$ cat src/rtl/dsp_sys_arr_pkg.sv
// dsp_sys_arr_pkg: shared types for the systolic-array operand feeder
package dsp_sys_arr_pkg;

    localparam int WORD_W = 32;

    typedef logic [WORD_W-1:0] word_t;

    typedef enum logic [1:0] {
        IDLE,
        FEED,
        DRAIN,
        DONE
    } feeder_state_t;

endpackage

$ cat src/rtl/fifo_if.sv
// FIFO_if: first-word-fall-through FIFO handshake, one BW-lane word per pop
interface FIFO_if
    import dsp_sys_arr_pkg::*;
#(
    parameter int SIZE = 8,
    parameter int BW   = 4
) ();

    logic            pop;
    logic            push;
    logic            is_empty;
    word_t [BW-1:0]  dat_in;
    word_t [BW-1:0]  dat_out;

    modport master (output pop, push, dat_in, input is_empty, dat_out);
    modport slave  (input pop, push, dat_in, output is_empty, dat_out);

endinterface

$ cat src/rtl/sys_arr_feeder_skew_line.sv
// skew_line: DEPTH-stage enabled delay line carrying a 32-bit word and its valid bit
module skew_line
    import dsp_sys_arr_pkg::*;
#(
    parameter int DEPTH = 1
) (
    input  logic  clk,
    input  logic  rst,
    input  logic  en,
    input  word_t din,
    input  logic  vin,
    output word_t dout,
    output logic  vout
);

    word_t            dat_q [DEPTH];
    logic [DEPTH-1:0] vld_q;

    always_ff @(posedge clk or posedge rst) begin
        if (rst) begin
            for (int k = 0; k < DEPTH; k++) dat_q[k] <= '0;
            vld_q <= '0;
        end else if (en) begin
            dat_q[0] <= din;
            vld_q[0] <= vin;
            for (int k = 1; k < DEPTH; k++) begin
                dat_q[k] <= dat_q[k-1];
                vld_q[k] <= vld_q[k-1];
            end
        end
    end

    assign dout = dat_q[DEPTH-1];
    assign vout = vld_q[DEPTH-1];

endmodule

$ cat src/rtl/sys_arr_feeder.sv
// sys_arr_feeder: pops FWFT words and feeds them diagonally skewed into a systolic array edge
// Optional stall counter output enabled by defining FEEDER_STALL_CNT_EN.
module sys_arr_feeder
    import dsp_sys_arr_pkg::*;
#(
    parameter int BW    = 4,
    parameter int K_MAX = 16
) (
    input  logic                   clk,
    input  logic                   rst,
    input  logic                   start,
    input  logic [$clog2(K_MAX):0] k_len,
    FIFO_if.master                 fif,
    input  logic                   arr_rdy,
    output word_t [BW-1:0]         arr_dat,
    output logic  [BW-1:0]         arr_vld,
    output logic                   busy,
    output logic                   done
`ifdef FEEDER_STALL_CNT_EN
    ,
    output logic [15:0]            stall_cnt
`endif
);

    localparam int KW = $clog2(K_MAX) + 1;
    localparam int DW = $clog2(BW + 1);
    localparam logic [DW-1:0] DRN_LAST = DW'(BW - 1);

    feeder_state_t   state, state_nx;
    logic [KW-1:0]   rem;
    logic [DW-1:0]   drn;
    logic            adv;
    logic            pop;

    assign adv = arr_rdy;
    assign pop = (state == FEED) && !fif.is_empty && adv && (rem != '0);

    assign fif.pop    = pop;
    assign fif.push   = 1'b0;
    assign fif.dat_in = '0;

    assign busy = (state == FEED) || (state == DRAIN);
    assign done = (state == DONE);

    always_comb begin
        state_nx = state;
        case (state)
            IDLE:    state_nx = start ? ((k_len != '0) ? FEED : DONE) : IDLE;
            FEED:    state_nx = (pop && rem == KW'(1)) ? DRAIN : FEED;
            DRAIN:   state_nx = (adv && drn == DRN_LAST) ? DONE : DRAIN;
            default: state_nx = IDLE;
        endcase
    end

    always_ff @(posedge clk or posedge rst) begin
        if (rst) begin
            state <= IDLE;
            rem   <= '0;
            drn   <= '0;
        end else begin
            state <= state_nx;
            if (state == IDLE && start)
                rem <= k_len;
            else if (pop)
                rem <= rem - KW'(1);
            drn <= (state == DRAIN) ? (adv ? drn + DW'(1) : drn) : '0;
        end
    end

    // Lane i sits i extra stages deep so each word lands on the array as a diagonal
    for (genvar i = 0; i < BW; i++) begin : g_lane
        skew_line #(.DEPTH(i + 1)) u_line (
            .clk  (clk),
            .rst  (rst),
            .en   (adv),
            .din  (pop ? fif.dat_out[i] : '0),
            .vin  (pop),
            .dout (arr_dat[i]),
            .vout (arr_vld[i])
        );
    end

`ifdef FEEDER_STALL_CNT_EN
    always_ff @(posedge clk or posedge rst) begin
        if (rst)
            stall_cnt <= '0;
        else if (state == IDLE && start)
            stall_cnt <= '0;
        else if (state == FEED && adv && fif.is_empty && stall_cnt != 16'hFFFF)
            stall_cnt <= stall_cnt + 16'd1;
    end
`endif

    a_no_pop_empty: assert property (@(posedge clk) disable iff (rst) !(fif.pop && fif.is_empty));
    a_no_push:      assert property (@(posedge clk) disable iff (rst) !fif.push);
    a_done_pulse:   assert property (@(posedge clk) disable iff (rst) done |=> !done);

endmodule

$ cat src/flat_wrapper.sv
// flat-port wrapper written by rule: the top's interface ports become plain ports
module sys_arr_feeder_flat import dsp_sys_arr_pkg::*;
#(
    parameter int BW    = 4,
    parameter int K_MAX = 16
)
  (clk, rst, start, k_len, arr_rdy, arr_dat, arr_vld, busy, done, fif_pop, fif_push, fif_dat_in, fif_is_empty, fif_dat_out);
  FIFO_if #(.SIZE(8), .BW(BW)) fif_i ();
  input  logic clk;
  input  logic rst;
  input  logic start;
  input  logic [$clog2(K_MAX):0] k_len;
  input  logic arr_rdy;
  output word_t [BW-1:0] arr_dat;
  output logic  [BW-1:0] arr_vld;
  output logic busy;
  output logic done;
  output wire logic [$bits(fif_i.pop)-1:0] fif_pop;
  output wire logic [$bits(fif_i.push)-1:0] fif_push;
  output wire logic [$bits(fif_i.dat_in)-1:0] fif_dat_in;
  input wire logic [$bits(fif_i.is_empty)-1:0] fif_is_empty;
  input wire logic [$bits(fif_i.dat_out)-1:0] fif_dat_out;
  assign fif_pop = fif_i.pop;
  assign fif_push = fif_i.push;
  assign fif_dat_in = fif_i.dat_in;
  assign fif_i.is_empty = fif_is_empty;
  assign fif_i.dat_out = fif_dat_out;
  sys_arr_feeder #(.BW(BW), .K_MAX(K_MAX)) u_core (.clk(clk), .rst(rst), .start(start), .k_len(k_len), .fif(fif_i), .arr_rdy(arr_rdy), .arr_dat(arr_dat), .arr_vld(arr_vld), .busy(busy), .done(done));
endmodule
$ cat config.mk
export PLATFORM = sky130hd
export DESIGN_NAME = sys_arr_feeder_flat
export DESIGN_NICKNAME = d
export VERILOG_FILES = /design/src/rtl/dsp_sys_arr_pkg.sv /design/src/rtl/fifo_if.sv /design/src/rtl/sys_arr_feeder_skew_line.sv /design/src/rtl/sys_arr_feeder.sv /design/src/flat_wrapper.sv
export SDC_FILE = /design/constraint.sdc
export NUM_CORES = 1
export LEC_CHECK = 0
export CAP_MARGIN = 20
export CORE_ASPECT_RATIO = 0.5
export CORE_MARGIN = 2
export CORE_UTILIZATION = 40
export DETAILED_ROUTE_END_ITERATION = 8
export DONT_BUFFER_PORTS = 1
export GPL_TIMING_DRIVEN = 0
export PLACE_DENSITY = 0.54
export REMOVE_ABC_BUFFERS = 1
export SLEW_MARGIN = 20
export SYNTH_ARGS = -nofsm -noshare
export SYNTH_HDL_FRONTEND = slang
export SYNTH_SLANG_ARGS = --single-unit
$ cat constraint.sdc
create_clock -name clk -period 12.2 [get_ports clk]
set_clock_uncertainty 0.15 [all_clocks]
set_input_delay 1.22 -clock clk [delete_from_list [all_inputs] [get_ports clk]]
set_output_delay 1.22 -clock clk [all_outputs]
set_load 0.02 [all_outputs]
After elaboration in Yosys (flattened, before gate mapping):

Index checks and enable logic that the tools add are counted.
Widths: inputs -> output; s select.

* flip-flop bits (word level): 340
* input port bits: 138
* logic and storage cells: 50

* $add $sub $neg: 2
* eq/ne operators: 6
* mux-type cells: 13
* reductions and logical operators: 12

Operators by type and width (number)
* $mux 32: 4
* $mux 5: 2
* $reduce_bool 5->1: 2
* $logic_and 1x1->1: 6
* $mux 2: 3
* $mux 3: 2
* $pmux 2 s3: 1
* $eq 5x1->1 const B: 1
* $sub 5x1->5 const B: 1
* $eq 2x2->1 const B: 2
* $add 3x1->3 const B: 1
* $eq 3x2->1 const B: 1
* $eq 2x1->1 const B: 1
* $logic_not 2->1: 1
* $ne 2x2->1 const B: 1
* $reduce_bool 2->1: 1
* $logic_not 1->1: 1
* $logic_or 1x1->1: 1
* $mux 1: 1

Longest topological paths before layout:

* word-level depth: 7
* depth in mapped cells: 7

Hierarchy:

A second synthesis with hierarchy kept.

* cell total of the unflattened synthesis: 1138
* area, all modules: 16243.1 um^2

By module, submodules not included
* skew_line (u_core.g_lane[3].u_line): times used 1, cells each 312, area an instance 5475.3 um^2, seq. area each 3303.2 um^2
* skew_line (u_core.g_lane[2].u_line): times used 1, cells each 242, area an instance 3947.5 um^2, seq. area each 2477.4 um^2
* skew_line (u_core.g_lane[1].u_line): times used 1, cells each 172, area an instance 2855.2 um^2, seq. area each 1651.6 um^2
* sys_arr_feeder: times used 1, cells each 341, area an instance 2580.0 um^2, seq. area each 250.2 um^2
* skew_line (u_core.g_lane[0].u_line): times used 1, cells each 71, area an instance 1385.1 um^2, seq. area each 825.8 um^2

Worst setup path after synthesis:

OpenSTA, ideal clock, no wires.

* path type: input-to-output
* start point: in fif_is_empty
* end point: out fif_pop
* arrival time: 2028 ps
* slack: 8802 ps
* cell stages on the path: 4
* buffers on the path: 2
* cells stage by stage: nand3b_1 -> nor2_2 -> buf_2 -> buf_2

* cells in the longest elaborated chain, start to end: 4

RTL lines
* from (decl): line flat_wrapper.sv:21 `input wire logic [$bits(fif_i.is_empty)-1:0] fif_is_empty;`
* $logic_not 1->1: line sys_arr_feeder.sv:36 `assign pop = (state == FEED) && !fif.is_empty && adv && (rem != '0);`
* $logic_and 1x1->1 (3 in a row): line sys_arr_feeder.sv:36
* to (decl): line flat_wrapper.sv:18 `output wire logic [$bits(fif_i.pop)-1:0] fif_pop;`

Every way passes these cells.

Worst setup path in the final report:

Ends and elaborated chain as after synthesis.

==> results.ini <==
[cts]
cts_root_buf=clkbuf_16
cts_setup_buffers=0
cts-resized-gates=0
ctsHoldBuffers=0
cts_tree=yes
clkSinkCount=334
numCtsBuffers=34
htreeDepth=2
clk_pin_slew_worst_paths_ns=0.06
clk_latency_ns=0.51
clockBufferDepth=3

[worst_setup_path]
crit_path_top_delay_cell=nand3b_1
slowest_delay_ns=0.30
crit_type=in -> out
worstPathRequired_ns=10.83
crit_path_end_kind=output port
cp_max_fo=23
cp_top_family=simple AND/OR/NAND/NOR gates
reg2reg_depth=8
path_cells=nand3b_1 > nor2_4 > buf_12
r2r_end=u_core.g_lane[2].u_line.dat_q[74]
critPathLaunchType=input port
r2r_start=u_core.rem[0]
critPathBufInv=1
critPathArrivalTime_ns=2.05
r2r_slack_ns=9.89

[global_routing]
grt_usage_pct=14.0
grt_pass1_vias=6832
grt_pass1_wl_mm=40.1
antenna_found_initial=0
overflow=0
grt_start_max_net_pins=204

[drt]
drtIter0Drc=320
drtAntennaViolNets=0
dr.pass1.iters=4
drc_errors=0
drt-total-wl_mm=26.2
num_vias=6635
avgViaCountPerCell=4.79
wl_per_cell_um=18.9

[timing]
setup_viol=0
min_period_ns=3.42
timing.final.crit_share_pct=28.1
maxSlewViolCount=0
grt_setup_unrepaired=no
relSlewSlack_pct=63.6
clock.fmax_mhz=292
hold_violations=0
tightest_slew_ns=0.545

[logic_synthesis]
ys.flop_type=dfrtp_1
ys_types=32
ys_ff_latch=334
netlist_area_sq_um=14000
synth-edff-count=0
syn_inst=996
avgSynthCellArea_sq_um=14.1
yosys_warnings=0
async_flop_share_pct=100
seq_area_frac_synth_pct=59.5

[cells_and_area]
postLayoutCellArea_sq_um=14500
drive_above_1_share_pct=28.3
syn_to_final_growth_pct=3.41
stdcell_count=1386
final_cell_mix=334 x dfrtp_1, 195 x mux2_2, 129 x conb_1, 128 x a22o_1, 35 x clkbuf_16
mostFrequentLayoutCell=dfrtp_1
nNetsFinal=1037
n_antenna_cell=0

[floorplan]
die_h_um=137
core_area_sq_um=34500
die_x_um=269
die_area_sq_um=36700
pin_count=402
start_util_pct=40.7
rows=48

[hold_path]
hold_path_end=u_core.g_lane[3].u_line.dat_q[60]
hold_depth=1
hp-class=reg -> reg
worst_hold_startpoint=u_core.g_lane[3].u_line.dat_q[92]

[flow_run]
cap_violations=0

[placed_design]
placed_cell_area_sq_um=13400
portBuffers=0
numPlacedInstances=1329
dp_hpwl_mm=17.1
routabilityCongestion=0.765

[power]
power_density_nw_per_um2=209
leakage_nw=7.11
vdd_drop_max_mv=0.0768

[outcome]
status=finished clean

[cell families after synthesis]
logic type	Yosys count	synth area share [%]
muxes	196	15.7
AOI/OAI and AO/OA	143	8.69
other	1	0.0267
and+or+nand+nor	26	1.19
adders and majority gates	9	0.802
xor gates and xnor gates	1	0.0624
DFF	334	59.5
buffers and inverters	286	14.0
[worst register-to-register path, cell delays in order, from the launching register on]
cell and delay [ns]:
dfrtp_1 0.41, inv_1 0.09, ha_1 0.18, nor4b_4 0.45, nor2_4 0.14, buf_12 0.20
buf_12 0.18, buf_12 0.19, a22o_1 0.22
[Yosys cell counts, types with 2 or more instances]
cell type / instances / area, sq um
inv_1: 7 / 26.3
nor2_1: 5 / 18.8
nand2_1: 3 / 11.3
a22o_1: 128 / 1120
a31oi_1: 6 / 37.5
ha_1: 9 / 113
o21ai_0: 3 / 15.0
or4_1: 4 / 30.0
nor2b_1: 2 / 12.5
and2_1: 2 / 12.5
dfrtp_1: 334 / 8360
buf_2: 30 / 150
buf_4: 229 / 1720
mux2_2: 195 / 2200
clkbuf_1: 20 / 75.1
or3_1: 3 / 18.8
[metrics by stage]
| stage | setup slack (ns) | setup TNS [ns] | utilization, % | hold slack [ns] | power, mW |
|---|---|---|---|---|---|
| floorplan | 1.58 | 0 | - | 0.324 | 1.89 |
| global placement | -1.45 | -470.06 | 38.2 | 0.333 | 1.99 |
| detailed placement | 8.79 | 0 | 38.8 | 0.339 | 2.03 |
| CTS | 8.78 | 0 | 42.1 | 0.336 | 3.09 |
| global route | 8.69 | 0 | 42.1 | 0.356 | 3.20 |
| finish | 8.78 | 0 | 42.1 | 0.333 | 3.04 |
[cell type report]
cell class / count / area [sq um]
Clock buffer: 51 / 1030
Clock inverter: 6 / 87.6
Fill cell: 3166 / 20000
Inverter: 7 / 38.8
Multi-Input combinational cell: 504 / 4210
Sequential cell: 334 / 8360
Tap cell: 475 / 594
Timing Repair Buffer: 9 / 218
[power breakdown]
| group | switching [mW] | total (mW) | internal (mW) |
|---|---|---|---|
| combinational | 0.175 | 0.383 | 0.208 |
| sequential | 0.276 | 1.61 | 1.34 |
| clock | 0.420 | 1.04 | 0.622 |
[metal layers]
metal | wire (um) | vias up | GRT usage [%] | share of wire (%)
met5 | 0 | - | 0 | 0
met4 | 713 | 0 | 4.94 | 2.7
met3 | 1290 | 47 | 3.44 | 4.9
met2 | 13600 | 176 | 24.0 | 52
met1 | 10600 | 3482 | 17.3 | 40
li1 | - | 2930 | - | -
[worst max-delay path by stage]
stage                       startpoint                           endpoint  slack [ns]  cells after the start
final                     fif_is_empty                            fif_pop        8.78                      3
after global routing      fif_is_empty                            fif_pop        8.69                      3
after CTS                 fif_is_empty                            fif_pop        8.78                      3
after detailed placement  fif_is_empty                            fif_pop        8.79                      3
after global placement             rst  u_core.g_lane[3].u_line.dat_q[55]       -1.45                      1
after floorplan                    rst                      u_core.drn[0]        1.58                      1
[flip-flops by register name, indices dropped and copies added (netlist names)]
register and cells:
u_core.g_lane.u_line.dout 128, u_core.rem 5, u_core.g_lane.u_line.dat_q 192, u_core.state 2, u_core.drn 3, u_core.g_lane.u_line.vld_q 4
No activity file was read; power rests on OpenSTA's default activity.
